$ cat src/rtl/alu_cmd_sequencer_pkg.sv
// Shared constants for the 12-bit pipelined ALU and its command sequencer.
package alu_cmd_sequencer_pkg;

    localparam int ALU_W   = 12;
    localparam int ALU_LAT = 3;

    localparam logic [2:0] OP_ADD  = 3'b000;
    localparam logic [2:0] OP_SUB  = 3'b001;
    localparam logic [2:0] OP_MUL  = 3'b010;
    localparam logic [2:0] OP_SHL  = 3'b011;
    localparam logic [2:0] OP_SHR  = 3'b100;
    localparam logic [2:0] OP_INC  = 3'b101;
    localparam logic [2:0] OP_DEC  = 3'b110;
    localparam logic [2:0] OP_ZERO = 3'b111;

    // Width of one queued command: A, B, SEL and TAG packed together.
    function automatic int cmd_width(input int w, input int tag_w);
        return 2 * w + 3 + tag_w;
    endfunction

endpackage

$ cat src/rtl/alu_cmd_sequencer_if.sv
// Command, ALU and result channels of the sequencer; slave is the sequencer side.
interface alu_cmd_sequencer_if #(
    parameter int W     = 12,
    parameter int TAG_W = 4
) ();
    logic             in_valid;
    logic             in_ready;
    logic [W-1:0]     in_a;
    logic [W-1:0]     in_b;
    logic [2:0]       in_sel;
    logic [TAG_W-1:0] in_tag;

    logic [W-1:0]     alu_a;
    logic [W-1:0]     alu_b;
    logic [2:0]       alu_sel;
    logic [W-1:0]     alu_f;

    logic             res_valid;
    logic [W-1:0]     res_f;
    logic [2:0]       res_sel;
    logic [TAG_W-1:0] res_tag;

    modport master (
        output in_valid, in_a, in_b, in_sel, in_tag, alu_f,
        input  in_ready, alu_a, alu_b, alu_sel,
        input  res_valid, res_f, res_sel, res_tag
    );

    modport slave (
        input  in_valid, in_a, in_b, in_sel, in_tag, alu_f,
        output in_ready, alu_a, alu_b, alu_sel,
        output res_valid, res_f, res_sel, res_tag
    );
endinterface

$ cat src/rtl/alu_cmd_fifo.sv
// Synchronous command FIFO; flush empties it and overrides any same-cycle push/pop.
module alu_cmd_fifo #(
    parameter int  WIDTH = 31,
    parameter int  DEPTH = 8,
    localparam int AW    = $clog2(DEPTH),
    localparam int CW    = $clog2(DEPTH + 1)
) (
    input  logic             clk,
    input  logic             rst_n,
    input  logic             push,
    input  logic             pop,
    input  logic             flush,
    input  logic [WIDTH-1:0] wdata,
    output logic [WIDTH-1:0] rdata,
    output logic             full,
    output logic             empty,
    output logic [CW-1:0]    count
);
    logic [WIDTH-1:0] mem [DEPTH];
    logic [AW-1:0]    wr_ptr, rd_ptr;
    logic             do_push, do_pop;

    assign full    = (count == CW'(DEPTH));
    assign empty   = (count == '0);
    assign do_push = push && !full && !flush;
    assign do_pop  = pop && !empty && !flush;
    assign rdata   = mem[rd_ptr];

    always_ff @(posedge clk) begin
        if (do_push) mem[wr_ptr] <= wdata;
    end

    // DEPTH is a power of two, so pointers wrap naturally.
    always_ff @(posedge clk or negedge rst_n) begin
        if (!rst_n) begin
            wr_ptr <= '0;
            rd_ptr <= '0;
            count  <= '0;
        end else if (flush) begin
            wr_ptr <= '0;
            rd_ptr <= '0;
            count  <= '0;
        end else begin
            if (do_push) wr_ptr <= wr_ptr + AW'(1);
            if (do_pop)  rd_ptr <= rd_ptr + AW'(1);
            case ({do_push, do_pop})
                2'b10:   count <= count + CW'(1);
                2'b01:   count <= count - CW'(1);
                default: count <= count;
            endcase
        end
    end
endmodule

$ cat src/rtl/alu_cmd_sequencer.sv
// Buffers ALU commands, issues one per cycle and tags which cycle's F belongs to which command.
module alu_cmd_sequencer #(
    parameter int  W       = alu_cmd_sequencer_pkg::ALU_W,
    parameter int  DEPTH   = 8,
    parameter int  TAG_W   = 4,
    parameter int  ALU_LAT = alu_cmd_sequencer_pkg::ALU_LAT,
    localparam int CW      = $clog2(DEPTH + 1)
) (
    input  logic                clk,
    input  logic                rst_n,
    input  logic                flush,
    input  logic                issue_en,
    alu_cmd_sequencer_if.slave  bus,
    output logic [CW-1:0]       count
);
    import alu_cmd_sequencer_pkg::*;

    localparam int CMD_W = cmd_width(W, TAG_W);

    logic [CMD_W-1:0] wdata, rdata;
    logic             full, empty, pop;
    logic [W-1:0]     hd_a, hd_b;
    logic [2:0]       hd_sel;
    logic [TAG_W-1:0] hd_tag;

    // Stage 0 is the issue register itself; stage ALU_LAT lines up with alu_f.
    logic [ALU_LAT:0]            vld_pipe;
    logic [ALU_LAT:0][2:0]       sel_pipe;
    logic [ALU_LAT:0][TAG_W-1:0] tag_pipe;

    assign wdata = {bus.in_a, bus.in_b, bus.in_sel, bus.in_tag};
    assign {hd_a, hd_b, hd_sel, hd_tag} = rdata;
    assign pop          = !empty && issue_en && !flush;
    assign bus.in_ready = !full;

    alu_cmd_fifo #(
        .WIDTH (CMD_W),
        .DEPTH (DEPTH)
    ) u_fifo (
        .clk   (clk),
        .rst_n (rst_n),
        .push  (bus.in_valid),
        .pop   (pop),
        .flush (flush),
        .wdata (wdata),
        .rdata (rdata),
        .full  (full),
        .empty (empty),
        .count (count)
    );

    always_ff @(posedge clk or negedge rst_n) begin
        if (!rst_n) begin
            bus.alu_a   <= '0;
            bus.alu_b   <= '0;
            bus.alu_sel <= OP_ZERO;
            vld_pipe    <= '0;
            sel_pipe    <= '0;
            tag_pipe    <= '0;
        end else begin
            if (pop) begin
                bus.alu_a   <= hd_a;
                bus.alu_b   <= hd_b;
                bus.alu_sel <= hd_sel;
                vld_pipe[0] <= 1'b1;
                sel_pipe[0] <= hd_sel;
                tag_pipe[0] <= hd_tag;
            end else begin
                bus.alu_a   <= '0;
                bus.alu_b   <= '0;
                bus.alu_sel <= OP_ZERO;
                vld_pipe[0] <= 1'b0;
                sel_pipe[0] <= '0;
                tag_pipe[0] <= '0;
            end
            // Flush kills commands already inside the ALU by dropping their valid bits.
            for (int i = 1; i <= ALU_LAT; i++) begin
                vld_pipe[i] <= vld_pipe[i-1] && !flush;
                sel_pipe[i] <= sel_pipe[i-1];
                tag_pipe[i] <= tag_pipe[i-1];
            end
        end
    end

    assign bus.res_valid = vld_pipe[ALU_LAT];
    assign bus.res_sel   = sel_pipe[ALU_LAT];
    assign bus.res_tag   = tag_pipe[ALU_LAT];
    assign bus.res_f     = bus.alu_f;
endmodule

$ cat src/flat_wrapper.sv
// flat-port wrapper written by rule: the top's interface ports become plain ports
module alu_cmd_sequencer_flat import alu_cmd_sequencer_pkg::*;
#(
    parameter int  W       = alu_cmd_sequencer_pkg::ALU_W,
    parameter int  DEPTH   = 8,
    parameter int  TAG_W   = 4,
    parameter int  ALU_LAT = alu_cmd_sequencer_pkg::ALU_LAT,
    localparam int CW      = $clog2(DEPTH + 1)
)
  (clk, rst_n, flush, issue_en, count, bus_in_valid, bus_in_a, bus_in_b, bus_in_sel, bus_in_tag, bus_alu_f, bus_in_ready, bus_alu_a, bus_alu_b, bus_alu_sel, bus_res_valid, bus_res_f, bus_res_sel, bus_res_tag);
  alu_cmd_sequencer_if #(.W(W), .TAG_W(TAG_W)) bus_i ();
  input  logic clk;
  input  logic rst_n;
  input  logic flush;
  input  logic issue_en;
  output logic [CW-1:0] count;
  input wire logic [$bits(bus_i.in_valid)-1:0] bus_in_valid;
  input wire logic [$bits(bus_i.in_a)-1:0] bus_in_a;
  input wire logic [$bits(bus_i.in_b)-1:0] bus_in_b;
  input wire logic [$bits(bus_i.in_sel)-1:0] bus_in_sel;
  input wire logic [$bits(bus_i.in_tag)-1:0] bus_in_tag;
  input wire logic [$bits(bus_i.alu_f)-1:0] bus_alu_f;
  output wire logic [$bits(bus_i.in_ready)-1:0] bus_in_ready;
  output wire logic [$bits(bus_i.alu_a)-1:0] bus_alu_a;
  output wire logic [$bits(bus_i.alu_b)-1:0] bus_alu_b;
  output wire logic [$bits(bus_i.alu_sel)-1:0] bus_alu_sel;
  output wire logic [$bits(bus_i.res_valid)-1:0] bus_res_valid;
  output wire logic [$bits(bus_i.res_f)-1:0] bus_res_f;
  output wire logic [$bits(bus_i.res_sel)-1:0] bus_res_sel;
  output wire logic [$bits(bus_i.res_tag)-1:0] bus_res_tag;
  assign bus_i.in_valid = bus_in_valid;
  assign bus_i.in_a = bus_in_a;
  assign bus_i.in_b = bus_in_b;
  assign bus_i.in_sel = bus_in_sel;
  assign bus_i.in_tag = bus_in_tag;
  assign bus_i.alu_f = bus_alu_f;
  assign bus_in_ready = bus_i.in_ready;
  assign bus_alu_a = bus_i.alu_a;
  assign bus_alu_b = bus_i.alu_b;
  assign bus_alu_sel = bus_i.alu_sel;
  assign bus_res_valid = bus_i.res_valid;
  assign bus_res_f = bus_i.res_f;
  assign bus_res_sel = bus_i.res_sel;
  assign bus_res_tag = bus_i.res_tag;
  alu_cmd_sequencer #(.W(W), .DEPTH(DEPTH), .TAG_W(TAG_W), .ALU_LAT(ALU_LAT)) u_core (.clk(clk), .rst_n(rst_n), .flush(flush), .issue_en(issue_en), .bus(bus_i), .count(count));
endmodule
$ cat config.mk
export PLATFORM = sky130hd
export DESIGN_NAME = alu_cmd_sequencer_flat
export DESIGN_NICKNAME = d
export VERILOG_FILES = /design/src/rtl/alu_cmd_sequencer_pkg.sv /design/src/rtl/alu_cmd_sequencer_if.sv /design/src/rtl/alu_cmd_fifo.sv /design/src/rtl/alu_cmd_sequencer.sv /design/src/flat_wrapper.sv
export SDC_FILE = /design/constraint.sdc
export NUM_CORES = 1
export LEC_CHECK = 0
export ABC_AREA = 1
export CAP_MARGIN = 0
export CORE_MARGIN = 2
export CORE_UTILIZATION = 60
export DETAILED_ROUTE_END_ITERATION = 16
export GPL_ROUTABILITY_DRIVEN = 0
export GPL_TIMING_DRIVEN = 0
export PLACE_DENSITY = 0.82
export SLEW_MARGIN = 20
export SYNTH_ARGS = -nofsm -noshare
export SYNTH_HDL_FRONTEND = slang
export SYNTH_SLANG_ARGS = --single-unit
$ cat constraint.sdc
create_clock -name clk -period 6 [get_ports clk]
set_clock_uncertainty 0.2 [all_clocks]
set_input_delay 0.6 -clock clk [delete_from_list [all_inputs] [get_ports clk]]
set_output_delay 0.6 -clock clk [all_outputs]
set_load 0.02 [all_outputs]
## Word level (Yosys, flattened, before mapping)

Memories as Yosys holds them, arrays and structs flattened.
Cells that the tools add are included.

| word-level totals | value |
|---|---|
| bits in registers | 69 |
| latch bits | 0 |
| RAM bits | 248 |
| ROM bits | 0 |
| input port bits | 48 |
| logic and storage cells | 53 |
| memories | 1 |

| cells by class | value |
|---|---|
| add/subtract/negate cells | 4 |
| multipliers | 0 |
| divide/modulo/power cells | 0 |
| magnitude comparators | 0 |
| equal/unequal tests | 3 |
| shift operators | 0 |
| multiplexer cells | 14 |
| bitwise logic cells | 0 |
| reductions and logical operators | 16 |

Memory list:

| name | words | width | rd ports | clocked after Yosys merged registers in | write ports | RTL line | RTL |
|---|---|---|---|---|---|---|---|
| u_core.u_fifo.mem | 8 | 31 | 1 | 0 | 1 | alu_cmd_fifo.sv:19 | `logic [WIDTH-1:0] mem [DEPTH];` |

Operators with widths:

| kind | count |
|---|---|
| two-way mux 12 bit | 2 |
| two-way mux 3 bit | 6 |
| logical AND 1 bit | 9 |
| two-way mux 4 bit | 2 |
| one-hot mux 4 bit (2 select lines) | 1 |
| adder 3 x 1 -> 3 bit (second input constant) | 2 |
| adder 4 x 1 -> 4 bit (second input constant) | 1 |
| == test 4 bit (second input constant) | 1 |
| zero test 4 bit | 1 |
| nonzero test 2 bit | 2 |
| subtractor 4 x 1 -> 4 bit (second input constant) | 1 |
| zero test 1 bit | 3 |
| two-way mux 1 bit | 3 |
| nonzero test 3 bit | 1 |
| == test 2 x 1 -> 1 bit (second input constant) | 1 |
| == test 2 bit (second input constant) | 1 |

## Depth between registers and ports, before layout

| logic depth | value |
|---|---|
| word-level depth | 9 |
| mapped depth | 14 |
| mapped depth without buffers | 14 |

## Hierarchy

Synthesis repeated with hierarchy kept, for this count alone.

| second synthesis, totals | value |
|---|---|
| cells, all modules | 880 |
| area total of the unflattened synthesis | 12285.5 um^2 |

By module, submodules not included:

| module | times used | cells an instance | area an instance (um^2) | seq. area each (um^2) |
|---|---|---|---|---|
| alu_cmd_fifo | 1 | 724 | 10303.6 | 7697.4 |
| alu_cmd_sequencer | 1 | 156 | 1981.9 | 1480.2 |

## Worst setup path before layout

No wires, ideal clock.

| timing path | value |
|---|---|
| path type | register to register |
| start | register u_core.u_fifo.count[0] |
| end | memory u_core.u_fifo.mem[0][0] (enable) |
| setup time | 0.419 ns |
| arrival time | 2.525 ns |
| required time | 5.381 ns |
| setup slack | 2.856 ns |
| cell stages (with the launch flop) | 7 |
| path buffers | 0 |
| clock period less this slack | 3.144 ns |
| path through | dfrtp_1 > nor2_2 > nand2_2 > nand2_2 > nor2_1 > nand2_1 > nor2_1 |

| on the way | value |
|---|---|
| word-level cells in the longest chain between the ends | 6 |

RTL lines:

| item | RTL line | RTL |
|---|---|---|
| from (decl) | alu_cmd_fifo.sv:17 | `output logic [CW-1:0] count` |
| from (signal assigned) | alu_cmd_fifo.sv:47 | `2'b10: count <= count + CW'(1);` |
| from (signal assigned) | alu_cmd_fifo.sv:48 | `2'b01: count <= count - CW'(1);` |
| from (signal assigned) | alu_cmd_fifo.sv:49 | `default: count <= count;` |
| == test 4 bit | alu_cmd_fifo.sv:23 | `assign full = (count == CW'(DEPTH));` |
| zero test 1 bit | n/a |  |
| net bus_in_ready | flat_wrapper.sv:23 | `output wire logic [$bits(bus_i.in_ready)-1:0] bus_in_ready;` |
| logical AND 1 bit (2 in series) | alu_cmd_fifo.sv:25 | `assign do_push = push && !full && !flush;` |
| two-way mux 1 bit | alu_cmd_fifo.sv:30 | `if (do_push) mem[wr_ptr] <= wdata;` |
| two-way mux 1 bit (implied by the code) | alu_cmd_fifo.sv:30 |  |
| to (decl) | alu_cmd_fifo.sv:19 |  |

The timed path passes the listed nets, and every way through them passes these cells.

## Worst setup path in the final report

| timing path | value |
|---|---|
| start | register u_core.u_fifo.count[0] |
| end | output bus_in_ready |

| on the way | value |
|---|---|
| word-level cells in the longest chain between the ends | 2 |

RTL lines:

| item | RTL line | RTL |
|---|---|---|
| == test 4 bit | alu_cmd_fifo.sv:23 |  |
| zero test 1 bit | alu_cmd_sequencer.sv:34 | `assign bus.in_ready = !full;` |
| to (decl) | flat_wrapper.sv:23 |  |

Every way passes these cells.

==> flow_summary.yaml <==
layout:
  post_layout_nonfiller_instances: 1252
  nets: 1010
  drive_gt1_share_pct: 20.5
  filler_cell_count: 1268
  areaGrowthSynthToFinish_pct: 20.1
  n_antenna_cell: 0
  area_used_by_multi_input_combinational_logic_um2: 2530
  register_area_um2: 9180
clock_network:
  cts-resized-gates: 0
  skew_pair_late_insertion_delay_ns: 0.55
  worst_setup_hold_path_clk_slew_ns: 0.06
  clkSinkCount: 317
  post_cts_buffers: 0
  tritoncts.num_buffers: 30
  cts_max_path_buffers: 3
  cts_tree: "built"
  post_cts_hold_buffer_count: 1
  htreeDepth: 1
  cts_root_buffer: "sky130_fd_sc_hd__clkbuf_16"
timing:
  timing_hold_violations_final: 0
  transition_time_of_the_tightest_slew_check_pin_ns: 0.727
  setup_slack_ns: 3.31
  grt_setup_unrepaired: "false"
  timing.final.crit_period_ns: 2.69
  tightest_hold_margin_ns: 0.147
  finalSetupTns_ns: 0
  setup_viol: 0
  max_freq_mhz: 372
  maxSlewViolCount: 0
  timing.slew.headroom_pct: 51.5
  fin_crit_sh_pct: 44.8
logic_synthesis:
  synth.yosys.warnings: 0
  post-synth-top-count-cell: "sky130_fd_sc_hd__edfxtp_1"
  synth.lib_cells_used.distinct: 34
  cell_type_contributing_the_most_total_cell_area_after_synthesis: "sky130_fd_sc_hd__edfxtp_1"
  postSynthRegisterBits: 317
  synth_edf_count: 248
  synthDominantCellAreaShare_pct: 61.3
  synthArstFlopShare_pct: 21.8
  ys_dominant_reg_cell: "sky130_fd_sc_hd__edfxtp_1"
  synth_cells: 829
  synth_sequential_area_ratio_pct: 75.5
  average_cell_area_after_synthesis_um2: 14.7
  post_synth_most_frequent_cells: "248 x sky130_fd_sc_hd__edfxtp_1, 132 x sky130_fd_sc_hd__nor2_1, 117 x sky130_fd_sc_hd__o21ai_0"
  synth_area_um2: 12100
  synth_fp_nets: 881
  ys_top_cells_by_area: "sky130_fd_sc_hd__edfxtp_1 61%, sky130_fd_sc_hd__dfrtp_1 14%, sky130_fd_sc_hd__o221a_2 5.1%"
worst_setup_path:
  timing_endpoint_of_the_critical_path: "bus_in_ready"
  worst-r2r-setup-slack_ns: 3.35
  reg2reg_depth: 8
  worst-path-max-fanout: 6
  cpPeakStageDelay_ns: 0.56
  timing.rr.end: "u_core.u_fifo.mem[6][7]"
  timing.critical_path.cells: "nor2_2 -> nand2_2 -> clkdlybuf4s50_1"
  crit_slowest_cell: "sky130_fd_sc_hd__clkdlybuf4s50_1"
  crit-reg2reg-launch: "u_core.u_fifo.count[3]"
  critPathKind: "reg -> out"
  worst_ep_required_time_ns: 5.20
  critical_path.startpoint_type: "flip-flop"
  timing.critical_path.from: "u_core.u_fifo.count[0]"
  cp-end-kind: "output port"
  worstPathArrival_ns: 1.89
flow_run:
  maxCapViolCount: 0
status:
  outcome: "finished clean"
routing:
  routed_wire_length_per_instance_um: 21.2
  met2WireLength_um: 13100
  detail_route.first_pass.iterations: 5
  route.detailed.drc: 0
  num_vias: 7381
  viasPerCell: 5.90
  route.final.wire_length_um: 26500
  dr_wl_met3_um: 2420
  detail_route.wirelength.met1_um: 10400
  highest-signal-layer: "met5"
  detail_route_antenna_nets: 0
  drt_iter0_markers: 917
placement:
  dpl_worst_slack_ns: 2.91
  place.port_buffers: 87
  place.detailed.hpwl_um: 16600
  place.detailed.instances: 1195
pwr:
  report.power.total_mw: 5.72
  p_leak_nw: 5.19
  vdd_ir_drop_max_v: 0.000276
  power-per-cell-area_nw_per_um2: 392
global_routing:
  grt_first_pass_wirelength_um: 40500
  antenna_found_initial: 1
  grt.total_usage_pct: 24.7
  maximum_number_of_pins_on_one_net_before_global_route_repair: 57
  first_global_vias: 7486
  globalRoute.totalOverflow: 0
floorplan:
  die-height_um: 146
  dieArea_um2: 21400
  start_util_pct: 60.6
  placeableCoreArea_um2: 20000
  io-pin-count: 100
  fp.dieW_um: 146
  std_cell_rows: 52
worst_hold_path:
  holdCritStartpoint: "u_core.tag_pipe[2]"
  min-delay-path-class: "reg -> reg"
  min_delay_path_depth: 0
==> how the worst min path moves through the flow <==
stage / endpoint / slack, ns
6_report: u_core.tag_pipe[6] / 0.15
5_1_grt: u_core.sel_pipe[5] / 0.15
4_1_cts: u_core.tag_pipe[6] / 0.15
3_5_place_dp: u_core.tag_pipe[6] / 0.14
3_3_place_gp: u_core.sel_pipe[6] / 0.13
2_1_floorplan: u_core.bus.alu_a[0] / 0.10
==> cell usage in the layout, fill, tap and decap left out, drive strengths merged <==
cell type / instances
nor2: 134
bufinv: 1
nand3: 14
o21ai: 119
nand2: 53
o22ai: 1
nand3b: 1
nor3: 28
a32oi: 3
clkbuf: 67
edfxtp: 248
a21oi: 9
xor2: 1
clkinv: 14
dfstp: 3
clkinvlp: 4
dlygate4sd3: 1
clkdlybuf4s50: 86
inv: 18
o221a: 56
xnor2: 1
buf: 50
dfrtp: 66
ha: 4
==> report_power, final <==
part | total, mW | switching [mW] | leakage [nW] | internal [mW]
Clock | 1.77 | 0.764 | 0.449 | 1.01
Combinational | 1.38 | 0.866 | 1.57 | 0.512
Sequential | 2.57 | 0.0550 | 3.17 | 2.51
==> state kept, by name, indices dropped and copies added (netlist names), 4 cells and up <==
| register | cells |
|---|---|
| u_core.bus.alu_a | 12 |
| u_core.bus.alu_b | 12 |
| u_core.bus.res_tag | 4 |
| u_core.sel_pipe | 9 |
| u_core.tag_pipe | 12 |
| u_core.u_fifo.count | 4 |
| u_core.u_fifo.mem | 248 |
| u_core.vld_pipe | 4 |
==> final cells by class <==
type / count / share of cell area [%]
inverter: 20 / 0.540
clock buffer: 39 / 5.66
buffer: 68 / 2.89
sequential: 317 / 62.9
timing repair buffer: 97 / 7.57
clock inverter: 17 / 0.763
multi-input combinational: 424 / 17.4
tap: 270 / 2.32
==> cells by family (layout without fill, tap and decap cells) <==
| family | Yosys count | after routing | synth area share [%] |
|---|---|---|---|
| compound gates | 188 | 188 | 11.0 |
| xor+xnor | 2 | 2 | 0.144 |
| fa+ha+maj | 4 | 4 | 0.412 |
| buf+inv | 88 | 241 | 4.12 |
| flops | 317 | 317 | 75.5 |
| simple gates | 230 | 230 | 8.81 |
==> critical path: cells and delay by family, from the launching register on <==
| kind | cells | cell delay [ns] |
|---|---|---|
| buf+inv | 1 | 0.56 |
| flops | 1 | 0.45 |
| simple gates | 2 | 0.33 |
==> metal layers <==
layer | vias to the layer above | global-route usage [%]
met1 | 3623 | 33.4
met4 | 2 | 8.35
met5 | - | 0
met2 | 403 | 41.4
met3 | 53 | 4.38
li1 | 3300 | -
==> through the flow <==
stage / area (um2) / util, %
2_1_floorplan: 12100 / -
3_3_place_gp: 13400 / 66.7
3_5_place_dp: 13600 / 68.1
4_1_cts: 14600 / 72.8
5_1_grt: 14600 / 72.8
6_report: 14600 / 72.8
Note: power is estimated with default switching activity, not from simulation.
